<file path="config.mk">
export PLATFORM = sky130hd
export DESIGN_NAME = truth_table_sweeper
export DESIGN_NICKNAME = d
export VERILOG_FILES = /design/src/rtl/tt_sweep_pkg.sv /design/src/rtl/tt_sync2.sv /design/src/rtl/truth_table_sweeper.sv
export SDC_FILE = /design/constraint.sdc
export NUM_CORES = 1
export LEC_CHECK = 0
export ABC_AREA = 0
export CAP_MARGIN = 20
export CORE_MARGIN = 4
export CORE_UTILIZATION = 45
export DETAILED_ROUTE_END_ITERATION = 6
export HOLD_SLACK_MARGIN = 0.05
export PLACE_DENSITY = 0.69
export REMOVE_ABC_BUFFERS = 1
export SETUP_SLACK_MARGIN = 0.3
export SYNTH_ARGS = -nofsm -noshare
export SYNTH_HDL_FRONTEND = slang
export SYNTH_HIERARCHICAL = 1
export SYNTH_SLANG_ARGS = --single-unit
</file>
<file path="constraint.sdc">
create_clock -name clk -period 4.93 [get_ports clk]
set_input_delay 0.986 -clock clk [delete_from_list [all_inputs] [get_ports clk]]
set_output_delay 0.986 -clock clk [all_outputs]
set_load 0.005 [all_outputs]
</file>
<file path="src/rtl/tt_sweep_pkg.sv">
// Shared types and helpers for the truth-table sweeper.
// Provides the FSM state enum, row/word sizes and the row-to-bit mapping.
package tt_sweep_pkg;

  typedef enum logic [1:0] {
    IDLE,
    APPLY,
    SAMPLE,
    FINISH
  } tt_state_e;

  localparam int TT_ROWS = 8;
  localparam int TT_W    = 8;

  // Row k lands in word bit 7-k: row 000 is the MSB.
  function automatic logic [2:0] row_bit(input logic [2:0] k);
    return 3'd7 - k;
  endfunction

endpackage

</file>
<file path="src/rtl/tt_sync2.sv">
// Two-flop synchroniser, async active-low reset to 0.
// Ports: clk, rst_n, d (async in), q (synchronised out).
module tt_sync2 (
  input  logic clk,
  input  logic rst_n,
  input  logic d,
  output logic q
);

  logic meta;

  always_ff @(posedge clk or negedge rst_n) begin
    if (!rst_n) begin
      meta <= 1'b0;
      q    <= 1'b0;
    end else begin
      meta <= d;
      q    <= meta;
    end
  end

endmodule

</file>
<file path="src/rtl/truth_table_sweeper.sv">
// Sweeps in1..in3 over all 8 rows, samples gate_out per row and
// compares the captured truth-table word against a latched expected word.
// Ports: clk, rst_n, start, abort, expected[7:0], gate_out ->
//        in1/in2/in3, busy, done, table_q[7:0], match, mismatch_mask[7:0].
// Macro GATE_SYNC_EN: synchronise gate_out with 2 flops and hold
// each row 2 extra cycles.
module truth_table_sweeper
  import tt_sweep_pkg::*;
#(
  parameter int SETTLE_CYCLES = 4,
  parameter int CNT_W         = 8
) (
  input  logic        clk,
  input  logic        rst_n,
  input  logic        start,
  input  logic        abort,
  input  logic [7:0]  expected,
  input  logic        gate_out,
  output logic        in1,
  output logic        in2,
  output logic        in3,
  output logic        busy,
  output logic        done,
  output logic [7:0]  table_q,
  output logic        match,
  output logic [7:0]  mismatch_mask
);

  logic gate_s;

`ifdef GATE_SYNC_EN
  localparam int HOLD = SETTLE_CYCLES + 2;

  tt_sync2 u_sync (
    .clk   (clk),
    .rst_n (rst_n),
    .d     (gate_out),
    .q     (gate_s)
  );
`else
  localparam int HOLD = SETTLE_CYCLES;

  assign gate_s = gate_out;
`endif

  localparam logic [CNT_W-1:0] RELOAD = CNT_W'(HOLD - 1);
  localparam logic [2:0]       LAST   = 3'(TT_ROWS - 1);

  tt_state_e        state;
  logic [2:0]       row;
  logic [CNT_W-1:0] cnt;
  logic [TT_W-1:0]  exp_r;
  logic [TT_W-1:0]  shadow;

  // A row is APPLY for HOLD-1 cycles then one SAMPLE cycle;
  // a one-cycle window goes straight to SAMPLE.
  tt_state_e row_st;
  assign row_st = (RELOAD == '0) ? SAMPLE : APPLY;

  assign {in1, in2, in3} = busy ? row : 3'b000;

  always_ff @(posedge clk or negedge rst_n) begin
    if (!rst_n) begin
      state         <= IDLE;
      row           <= '0;
      cnt           <= '0;
      exp_r         <= '0;
      shadow        <= '0;
      busy          <= 1'b0;
      done          <= 1'b0;
      table_q       <= '0;
      match         <= 1'b0;
      mismatch_mask <= '0;
    end else begin
      done <= 1'b0;
      unique case (state)
        IDLE: begin
          if (start) begin
            exp_r <= expected;
            row   <= '0;
            cnt   <= RELOAD;
            busy  <= 1'b1;
            state <= row_st;
          end
        end
        APPLY: begin
          if (abort) begin
            busy  <= 1'b0;
            state <= IDLE;
          end else begin
            cnt <= cnt - 1'b1;
            if (cnt == CNT_W'(1))
              state <= SAMPLE;
          end
        end
        SAMPLE: begin
          if (abort) begin
            busy  <= 1'b0;
            state <= IDLE;
          end else begin
            shadow[row_bit(row)] <= gate_s;
            if (row == LAST) begin
              state <= FINISH;
            end else begin
              row   <= row + 1'b1;
              cnt   <= RELOAD;
              state <= row_st;
            end
          end
        end
        FINISH: begin
          table_q       <= shadow;
          match         <= (shadow == exp_r);
          mismatch_mask <= shadow ^ exp_r;
          done          <= 1'b1;
          busy          <= 1'b0;
          state         <= IDLE;
        end
        default: state <= IDLE;
      endcase
    end
  end

endmodule

</file>
==> results.toml, run 1 <==
[clock_network]
cts_inserted_buffers = 5
htreeDepth = 2
clk_pin_slew_ns = 0.09
cts_max_path_buffers = 2
cts_sinks = 48
ctsResizeCount = 0
clock_latency_ns = 0.30
cts_tree = "done"
root_buffer = "clkbuf_8"
cts_setup_buffers = 0
ctsHoldBuffers = 0

[run]
drv_cap = 0

[power]
p_sw_share_pct = 33.2
p_sw_w = 0.000486
leakagePower_nw = 1.26
power_density_mw_per_mm2 = 522
vdd.ir_drop.worst_mv = 0.268
seq_power_share_pct = 42.4
comb_power_share_pct = 37.2
p_int_w = 0.000978
clkPwrFrac_pct = 20.3
power_w = 0.00146

[logic_synthesis]
synth-edff-count = 0
synthCells = 185
syn_avg_cell_area_sq_um = 12.3
ys.warnings.count = 6
ys_seq_area_share_pct = 53.0
synth_async_sr_flop_share_pct = 100
synth-main-ff-cell = "dfrtp_1"
ys_ff_latch = 48
synth_cell_types = 37
syn_area_sq_mm = 0.00227

[place]
gp_congestion = 0.869
dp_cells = 279
port_buffers = 34
dp_hpwl_mm = 3.37

[finish]
drive_above_1_share_pct = 22.6
final_cells = 288
syn_to_final_growth_pct = 23.6
nets = 241
layout_common_cells = "dfrtp_1, clkdlybuf4s50_1, mux2_2, a21oi_1"
fillCellCount = 437
multi_input_area_sq_mm = 0.00101
antenna_cells = 0
mostFrequentLayoutCell = "dfrtp_1"
seqCellArea_sq_mm = 0.00120

[grt]
grt_util_met2_pct = 28.5
gr-total-overflow = 0
grtUsageMet1_pct = 19.7
grt_pass1_vias = 1689
antenna_found_initial = 0
grt_max_degree = 49
met3_usage_pct = 4.42
gr-max-usage-layer = "met2"
grt_first_pass_wirelength_mm = 7.98
grt_util_all_layers_pct = 16.5

[route]
viasPerCell = 5.34
initialDrtViolationCount = 55
drt-pass1-iter-count = 4
dr_total_vias = 1539
wl_per_cell_um = 15.7
ant_nets = 0
drc = 0
routed_wl_mm = 4.53

[timing]
max_slew_margin_pct = 41.3
fin_crit_sh_pct = 55.6
hold_viol_final = 0
max_freq_ghz = 0.365
min_period_ns = 2.74
whs_ns = 0.516
rsz0062_at_grt = "false"
setup_violations = 0
finalSetupTns_ns = 0
worst_pin_slew_ns = 0.881
drv_slew = 0
finClkSkew_ns = 0.00237

[critical_path]
crit_path_top_delay_cell = "or4_2"
critPathMaxFanout = 12
r2r-end = "cnt[5]"
start_kind = "input pin"
timing.rr.start = "state[1]"
cp_data_required_time_ns = 5.16
path_class = "input pin to flip-flop"
cp-end-kind = "flip-flop"
arrival_ns = 2.97
crit_path_max_incr_delay_ns = 0.68
ff2ff_setup_slack_ns = 2.55
path_cells = "clkdlybuf4s50_1 -> inv_1 -> o2111ai_1 -> or4_2 -> a21oi_1"
rr_worst_depth = 6

[floorplan]
io_pins = 35
die_y_um = 79
die_w_um = 79
fp.dieArea_sq_mm = 0.00624
num_rows = 25
core_sq_mm = 0.00482
initial_core_util_pct = 47.1

[outcome]
status = "finished, final reports clean"

[hold_path]
hold_class = "flip-flop to flip-flop"
min_to = "table_q[0]"
min_from = "table_q[0]"
hold_depth = 1
==> synth_stat cells, types with 3 or more instances <==
cell | n | area, sq um
inv_1 | 8 | 30.0
nand3_1 | 3 | 15.0
or3_1 | 7 | 43.8
clkbuf_1 | 6 | 22.5
o21ai_0 | 5 | 25.0
o31ai_1 | 3 | 22.5
mux2_2 | 32 | 360
ha_1 | 8 | 100
a21oi_1 | 10 | 50.1
or4_2 | 3 | 26.3
nor2b_1 | 3 | 18.8
nand2_1 | 7 | 26.3
and2_1 | 3 | 18.8
dfrtp_1 | 48 | 1200
xor2_1 | 8 | 70.1
nor2_1 | 6 | 22.5
==> metrics by stage <==
stage	util (%)	setup WS [ns]	instance area, sq um
global route	58.2	2.03	2800
floorplan	-	2.73	2240
CTS	57.8	2.23	2780
global placement	55.2	2.07	2660
detailed placement	55.2	1.89	2660
finish	58.2	2.19	2800
==> worst max-delay path by stage <==
stage	to	start
2_1_floorplan	cnt[5]	abort
3_3_place_gp	cnt[5]	abort
3_5_place_dp	cnt[5]	abort
4_1_cts	cnt[5]	abort
5_1_grt	cnt[5]	abort
6_report	cnt[5]	abort
==> sequential cells by signal, summed over array words and instances (netlist names) <==
register	flops
busy	1
cnt	8
done	1
exp_r	8
match	1
mismatch_mask	8
row	3
shadow	8
state	2
table_q	8
==> power groups by stage <==
stage                     clock network (W)  logic [W]  registers (W)
final                              0.000297   0.000545       0.000621
after global routing               0.000324   0.000607       0.000640
after CTS                          0.000304   0.000549       0.000622
after detailed placement                  0   0.000549       0.000629
after global placement                    0   0.000515       0.000616
after floorplan                           0   0.000345       0.000607
==> cell families (layout without fill, tap and decap cells) <==
kind of cell,count (synthesis),in the layout,synth area share [%]
AOI/OAI and AO/OA,27,27,8.55
xor gates and xnor gates,8,8,3.09
adders and majority gates,8,8,4.41
buffers and inverters,15,51,2.48
DFF,48,48,53.0
muxes,33,33,16.3
and+or+nand+nor,46,46,12.2
==> per-layer routing <==
metal  vias up  wire (um)
li1        738          -
met1       762       2000
met2        31       2300
met3         8        173
met4         0         57
met5         -          0
==> critical path: cells and delay by family <==
family | cells | cell delay (ns)
buf+inv | 2 | 0.71
simple gates | 1 | 0.68
compound gates | 2 | 0.59
==> cell type report <==
class                   count  share of cell area (%)
well taps                  67                    2.99
repair buffers             35                    12.7
clock inverters             2                    1.38
clock buffers               6                    2.95
inverters                   8                    1.07
flip-flops and latches     48                    42.9
multi-input cells         122                    36.1
No activity file was read; power rests on OpenSTA's default activity.
==> run 2, diff against run 1 <==
PLACE_DENSITY = 0.71   (was 0.69)
clock period = 2.4 ns   (was 4.93 ns; I/O delays follow)
==> run 2 against run 1 <==
Combinational power rose by 130%. Power grew 100%. Register-to-register slack got worse by 2.2 ns. Final cell count is 2.8% higher. Clock skew increased by 0.0021 ns. Die area stayed put. Critical path depth fell by 1. Non-clock buffer count increased by 8. Clock power is 69% higher. Largest cell class unchanged. Largest power group unchanged.
==> results.toml, run 2 (synthesized netlist as in run 1, its figures left out) <==
[finish]
final_area_sq_mm = 0.00288
fillCellCount = 423
syn_to_final_growth_pct = 27.1
seqCellArea_sq_mm = 0.00120
nets = 249
antenna_cells = 0
mostFrequentLayoutCell = "dfrtp_1"
multi_input_area_sq_mm = 0.00105
layout_common_cells = "dfrtp_1, clkdlybuf4s50_1, mux2_2, a21oi_1"
drive_above_1_share_pct = 27.5

[critical_path]
path_class = "flip-flop to flip-flop"
timing.rr.start = "cnt[5]"
start_kind = "flip-flop"
cp_data_required_time_ns = 2.60
crit_path_max_incr_delay_ns = 0.56
path_cells = "or4_4 -> or4b_4 -> a31o_2 -> a21o_1"
crit_path_top_delay_cell = "or4_4"
startpoint = "cnt[5]"
cp-end-kind = "flip-flop"
critPathMaxFanout = 3
arrival_ns = 2.25

[grt]
grt_pass1_vias = 1556
grt_util_all_layers_pct = 15.1
antenna_found_initial = 0
grt_max_degree = 27
grt_first_pass_wirelength_mm = 7.36
gr-total-overflow = 0

[run]
drv_cap = 0

[power]
vdd.ir_drop.worst_mv = 0.543
leakagePower_nw = 1.28
power_density_mw_per_mm2 = 1040

[place]
port_buffers = 34
gp_congestion = 0.819
place_area_sq_mm = 0.00273
dp_hpwl_mm = 3.11
post-place-ws_ns = 0.190

[timing]
fin_crit_sh_pct = 85.5
max_slew_margin_pct = 63.5
min_period_ns = 2.05
max_freq_ghz = 0.487
finalSetupTns_ns = 0
rsz0062_at_grt = "false"
setup_ws_ns = 0.348
worst_pin_slew_ns = 0.548
drv_slew = 0
finClkSkew_ns = 0.00449
setup_violations = 0
hold_viol_final = 0

[outcome]
status = "finished, final reports clean"

[floorplan]
num_rows = 25
die_y_um = 79
die_w_um = 79
fp.dieArea_sq_mm = 0.00624
io_pins = 35
core_sq_mm = 0.00482
initial_core_util_pct = 47.1

[clock_network]
clk_pin_slew_ns = 0.09
clock_latency_ns = 0.30
cts_tree = "done"
cts_sinks = 48
htreeDepth = 2
ctsHoldBuffers = 0
cts_max_path_buffers = 2
root_buffer = "clkbuf_8"
cts_inserted_buffers = 5

[route]
drc = 0
ant_nets = 0
initialDrtViolationCount = 54
drt-pass1-iter-count = 4
viasPerCell = 5.22
wl_per_cell_um = 14.8
dr_total_vias = 1544
routed_wl_mm = 4.37

[hold_path]
hold_class = "input pin to asynchronous set/reset pin"
## run 2: cell count changes in the layout (fill, tap and decap cells not counted), sizes merged
cell / previous run / this run
bufinv: 1 / 0
clkinv: 1 / 0
buf: 2 / 10
clkinvlp: 0 / 2
## run 2: repair_timing
item                       in CTS  in global routing
buffers inserted                0                  2
gates resized for setup         0                  8
setup endpoints to repair       0                 13
## run 2: path summary, 6_finish.rpt
kind | cells past startpoint | to | slack [ns]
hold / removal | 1 | cnt[6] | 0.16
setup reg to reg | 4 | state[1] | 0.35
setup / recovery | 4 | state[1] | 0.35
min in group clk | 1 | table_q[4] | 0.51
hold reg to reg | 1 | table_q[4] | 0.51
max in group asynchronous | 2 | mismatch_mask[4] | 1.72
## run 2: worst max-delay path: cells and delay by family (launching register included)
kind,cells,cell delay (ns)
simple gates,2,1.10
compound gates,2,0.45
flops,1,0.40
## run 2: per-layer routing
| layer | track usage, % | routed length, um | vias up |
|---|---|---|---|
| met5 | 0 | 0 | - |
| met4 | 4.64 | 55 | 0 |
| met3 | 4.31 | 191 | 6 |
| met2 | 22.7 | 1970 | 29 |
| met1 | 21.2 | 2150 | 757 |
| li1 | - | - | 752 |
## run 2: layout make-up
cell class	count	share of cell area (%)
sequential	48	41.7
multi-input combinational	122	36.6
timing repair buffer	43	14.4
tap	67	2.91
clock buffer	6	2.86
inverter	8	1.04
clock inverter	2	0.521
## run 2: per-stage QoR
step / cells / utilization [%] / total power, W / hold WS, ns
floorplan: 178 / - / 0.00196 / 0.184
global placement: 286 / 56.6 / 0.00240 / 0.491
detailed placement: 286 / 56.6 / 0.00243 / 0.494
CTS: 294 / 58.6 / 0.00294 / 0.172
global route: 296 / 59.8 / 0.00323 / 0.190
finish: 296 / 59.8 / 0.00300 / 0.160
## run 2: report_power, final
group	total, W	switching, W	internal (W)	leakage (nW)
combinational	0.00123	0.000550	0.000681	0.619
sequential	0.00126	0.000192	0.00107	0.621
clock	0.000502	0.000269	0.000233	0.0434
==> run 3, diff against run 2 <==
==> constraint.sdc (replaced) <==
create_clock -name clk -period 2.4 [get_ports clk]
set_input_delay 0.36 -clock clk [delete_from_list [all_inputs] [get_ports clk]]
set_output_delay 0.36 -clock clk [all_outputs]
set_load 0.005 [all_outputs]
==> run 3 against run 2 <==
Power increased by 0.69%. Routed wire length decreased by 2.9%. Clock power increased by 19%. Hold slack got worse by 0.020 ns. First-iteration DRC count increased by 26%. Design area decreased by 1.8%.
==> results.toml, run 3 (synthesized netlist as in run 1, its figures left out) <==
[timing]
rsz0062_at_grt = "false"
fin_crit_sh_pct = 85.5
max_slew_margin_pct = 59.2
whs_ns = 0.140
setup_violations = 0
drv_slew = 0
worst_pin_slew_ns = 0.612
hold_viol_final = 0
finClkSkew_ns = 0.00971
max_freq_ghz = 0.488
finalSetupTns_ns = 0
min_period_ns = 2.05

[route]
drc = 0
drt-pass1-iter-count = 4
ant_nets = 0
wl_met3_um = 142
wl_per_cell_um = 14.5
initialDrtViolationCount = 68
dr_wl_met2_mm = 1.88
viasPerCell = 5.28
routed_wl_mm = 4.24
dr_total_vias = 1541
m1WireLength_mm = 2.16
routed.top_layer = "met4"

[critical_path]
cp-end-kind = "flip-flop"
path_class = "flip-flop to flip-flop"
cp_data_required_time_ns = 2.60
arrival_ns = 2.25
critPathMaxFanout = 4
start_kind = "flip-flop"

[floorplan]
num_rows = 25
initial_core_util_pct = 47.1
die_w_um = 79
core_sq_mm = 0.00482
fp.dieArea_sq_mm = 0.00624
io_pins = 35
die_y_um = 79

[finish]
layout_common_cells = "dfrtp_1, clkdlybuf4s50_1, mux2_2, a21oi_1"
syn_to_final_growth_pct = 24.8
drive_above_1_share_pct = 27.1
mostFrequentLayoutCell = "dfrtp_1"
nets = 245
antenna_cells = 0

[clock_network]
cts_inserted_buffers = 5
clk_pin_slew_ns = 0.10
cts_setup_buffers = 0
cts_max_path_buffers = 2
ctsResizeCount = 0
cts_sinks = 48
cts_tree = "done"
htreeDepth = 2
ctsHoldBuffers = 0
clock_latency_ns = 0.30
root_buffer = "clkbuf_8"

[power]
power_density_mw_per_mm2 = 1070
vdd.ir_drop.worst_mv = 0.647
leakagePower_nw = 1.26

[place]
port_buffers = 34
gp_congestion = 0.835
dp_hpwl_mm = 3.02

[outcome]
status = "finished, final reports clean"

[grt]
grt_first_pass_wirelength_mm = 7.30
gr-total-overflow = 0
antenna_found_initial = 0
grt_util_all_layers_pct = 14.9
grt_max_degree = 49
grt_pass1_vias = 1531

[hold_path]
hold_class = "input pin to asynchronous set/reset pin"

[run]
drv_cap = 0
==> run 3: per-layer routing <==
layer	global-route usage (%)	vias up
li1	-	743
met1	20.5	756
met2	23.1	34
met3	3.40	8
met4	5.15	0
met5	0	-
==> run 3: final cells by class <==
type	count	area, sq um
Clock buffer	5	68.8
Inverter	8	30.0
Clock inverter	3	46.3
Multi-Input combinational cell	122	1030
Fill cell	426	1990
Tap cell	67	83.8
Timing Repair Buffer	39	373
Sequential cell	48	1200
==> run 3: final timing paths <==
| check | startpoint | slack (ns) | end | cells past startpoint |
|---|---|---|---|---|
| max | cnt[5] | 0.35 | state[1] | 4 |
| min | rst_n | 0.14 | mismatch_mask[7] | 2 |
| max reg2reg | cnt[5] | 0.35 | state[1] | 4 |
| min reg2reg | table_q[6] | 0.51 | table_q[6] | 1 |
| max in group asynchronous | rst_n | 1.81 | row[0] | 2 |
| min in group clk | table_q[6] | 0.51 | table_q[6] | 1 |
==> run 3: per-stage QoR <==
stage	util [%]	power, W	worst slack, ns	cells	cell area (sq um)
after global placement	56.0	0.00239	0.331	284	2700
after floorplan	-	0.00196	0.392	178	2240
after CTS	58.4	0.00303	0.327	292	2810
after global routing	58.8	0.00325	0.303	292	2830
after detailed placement	56.0	0.00242	0.313	284	2700
final	58.8	0.00302	0.349	292	2830
==> run 3: critical path, stage by stage, from the launching register on <==
cell and delay, ns:
dfrtp_1 0.41, or4_4 0.56, or4b_4 0.53, a31o_2 0.28, a21o_1 0.17
==> run 3: report_power, final <==
part           total (W)  switching (W)  leakage, nW  internal, W
sequential       0.00126       0.000188        0.619      0.00107
clock           0.000598       0.000284       0.0548     0.000314
combinational    0.00116       0.000520        0.585     0.000638
==> RTL change (settings of run 2) <==
Reset style: synchronous (`rst_n`), changed in one clocked block. Comments in the files are not updated.
--- a/src/rtl/truth_table_sweeper.sv
+++ b/src/rtl/truth_table_sweeper.sv
@@ -59,7 +59,7 @@
 
   assign {in1, in2, in3} = busy ? row : 3'b000;
 
-  always_ff @(posedge clk or negedge rst_n) begin
+  always_ff @(posedge clk) begin
     if (!rst_n) begin
       state         <= IDLE;
       row           <= '0;
Check against the original RTL: differs if rst_n is asserted again (counterexample within 4 cycles, from zero or initial values and one cycle with rst_n low); with rst_n held inactive, the same outputs for 10 cycles.
==> RTL change against run 2 <==
Final area shrank 2.3%. Worst setup slack better by 0.034 ns. Register-to-register slack better by 0.08 ns. Area after synthesis decreased by 0.22%. Synthesized cell count up 33%. Wire length rose by 9.4%. Sequential cell count is the same.
Power is not compared: it rests on default switching activity, and its combinational part moved more than twofold at a synthesized area within 25%.
==> RTL change: results (changes against run 2) <==
largest net degree at the start of global routing=27 (unchanged); Mean Syn Cell Area=9.201 sq um (-25%); min-delay worst type=reg -> reg; CTS H-tree depth=2 (unchanged); clock root cell=clkbuf_8; top_reg_cell synth=dfxtp_1; Yosys warning total=6 (unchanged); Placed Cells incl. Taps=342 (+20%); Vias/cell=5.259 (+0.83%); number of global-route vias before repair=1651 (+6.1%); Slew @ Worst Pin=0.6242 ns (+0.07644 ns); status=finished clean; Async SR Flop Fraction=0% (-100 points); Total Nets Final=304 (+22%); Cell variety after synth=37 (unchanged); antenna-violating nets left=0 (unchanged); P_int=1231 uW; Crit Path Max Fanout=11 (+8); first-pass GRT wire length=8038 microns (+9.3%); placed instance area=0.002710 sq mm (-0.60%); Clk pin slew, worst setup/hold paths=0.09 ns (about the same); share of cells above drive strength 1=9.507% (-18 points); Pre-antenna DRT Iters=4 (unchanged); initial antenna violation count=0 (unchanged); Post-synth top cells=dfxtp_1 (48), nand2_1 (28), nor2b_1 (19); maximum VDD drop=0.0003715 V; Layout fillers=423 (unchanged); RD Place Congestion=0.8124 (-0.79%); HPWL Detailed=3391 microns (+9.0%); P_seq=867 uW; clk_skew=0.005519 ns (+0.001029 ns); Worst Path Arrival=1.54 ns (-0.71 ns); clk_lat worst skew=0.30 ns (about the same); ANT cells=0 (unchanged); WL/cell=13.61 microns (-7.8%); P_sw=475.9 uW; Place WS=0.2454 ns (+0.05572 ns); First DRT Iteration DRCs=72 (+33%); register area share after synthesis=42.45% (-10 points); P_leak=0.001079 uW; port buffer count=34 (unchanged); Vias=1846 (+20%); ranking of synthesized cells by area=dfxtp_1 (42%), mux2i_1 (7.1%), nor2b_1 (5.3%), nand2_1 (4.6%), ha_1 (4.4%); gr usage total=16.24% (+1.1 points); Area growth syn-to-layout=24.43%; CTS Buf Count=5 (unchanged)
## RTL change: cell count changes after synthesis, moves of 10 or more
cell      change
nand2_1      +21
nor2b_1      +16
mux2i_1      +15
a21boi_0     +10
dfxtp_1      +48
mux2_2       -32
o211a_1      +10
dfrtp_1      -48
## RTL change: path summary, 6_finish.rpt
| kind | start | to | slack, ns | depth (start not counted) |
|---|---|---|---|---|
| max | row[2] | in1 | 0.38 | 2 |
| min | exp_r[6] | exp_r[6] | 0.48 | 2 |
| max reg2reg | state[1] | cnt[7] | 0.43 | 7 |
| min reg2reg | exp_r[6] | exp_r[6] | 0.48 | 2 |
## RTL change: repair_timing
| item | in CTS | in global routing |
|---|---|---|
| buffers inserted | 1 | 0 |
| resized for setup | 0 | 2 |
| setup endpoints to repair | 5 | 6 |
| pin swaps | 1 | 0 |
## RTL change: routing by layer
layer / up-vias / GRT usage (%) / routed length [microns]
met1: 855 / 23.10 / 2375
met4: 0 / 5.670 / 74
met3: 7 / 3.741 / 235
met2: 45 / 24.11 / 2092
met5: - / 0 / 0
li1: 939 / - / -
## RTL change: kinds of logic (layout without fill, tap and decap cells)
logic type,count (synthesis),after routing,share of synthesized area [%]
AO/OA/AOI/OAI,49,49,15.64
XOR/XNOR,8,8,3.096
flip-flops,48,48,42.45
buffers and inverters,23,61,3.814
adder cells (fa/ha/maj),8,8,4.423
AND/OR/NAND/NOR,94,94,23.49
multiplexers,16,16,7.076
## RTL change: layout make-up
type | instances | share of cell area (%)
repair buffers | 46 | 15.28
well taps | 67 | 2.976
clock buffers | 6 | 2.932
inverters | 7 | 0.9329
clock inverters | 2 | 0.4887
flip-flops and latches | 48 | 34.12
multi-input cells | 175 | 43.27
## RTL change: critical path, stage by stage, from the launching register on
cell             delay (ns)
dfxtp_1                0.55
and2_1                 0.19
clkdlybuf4s50_1        0.50
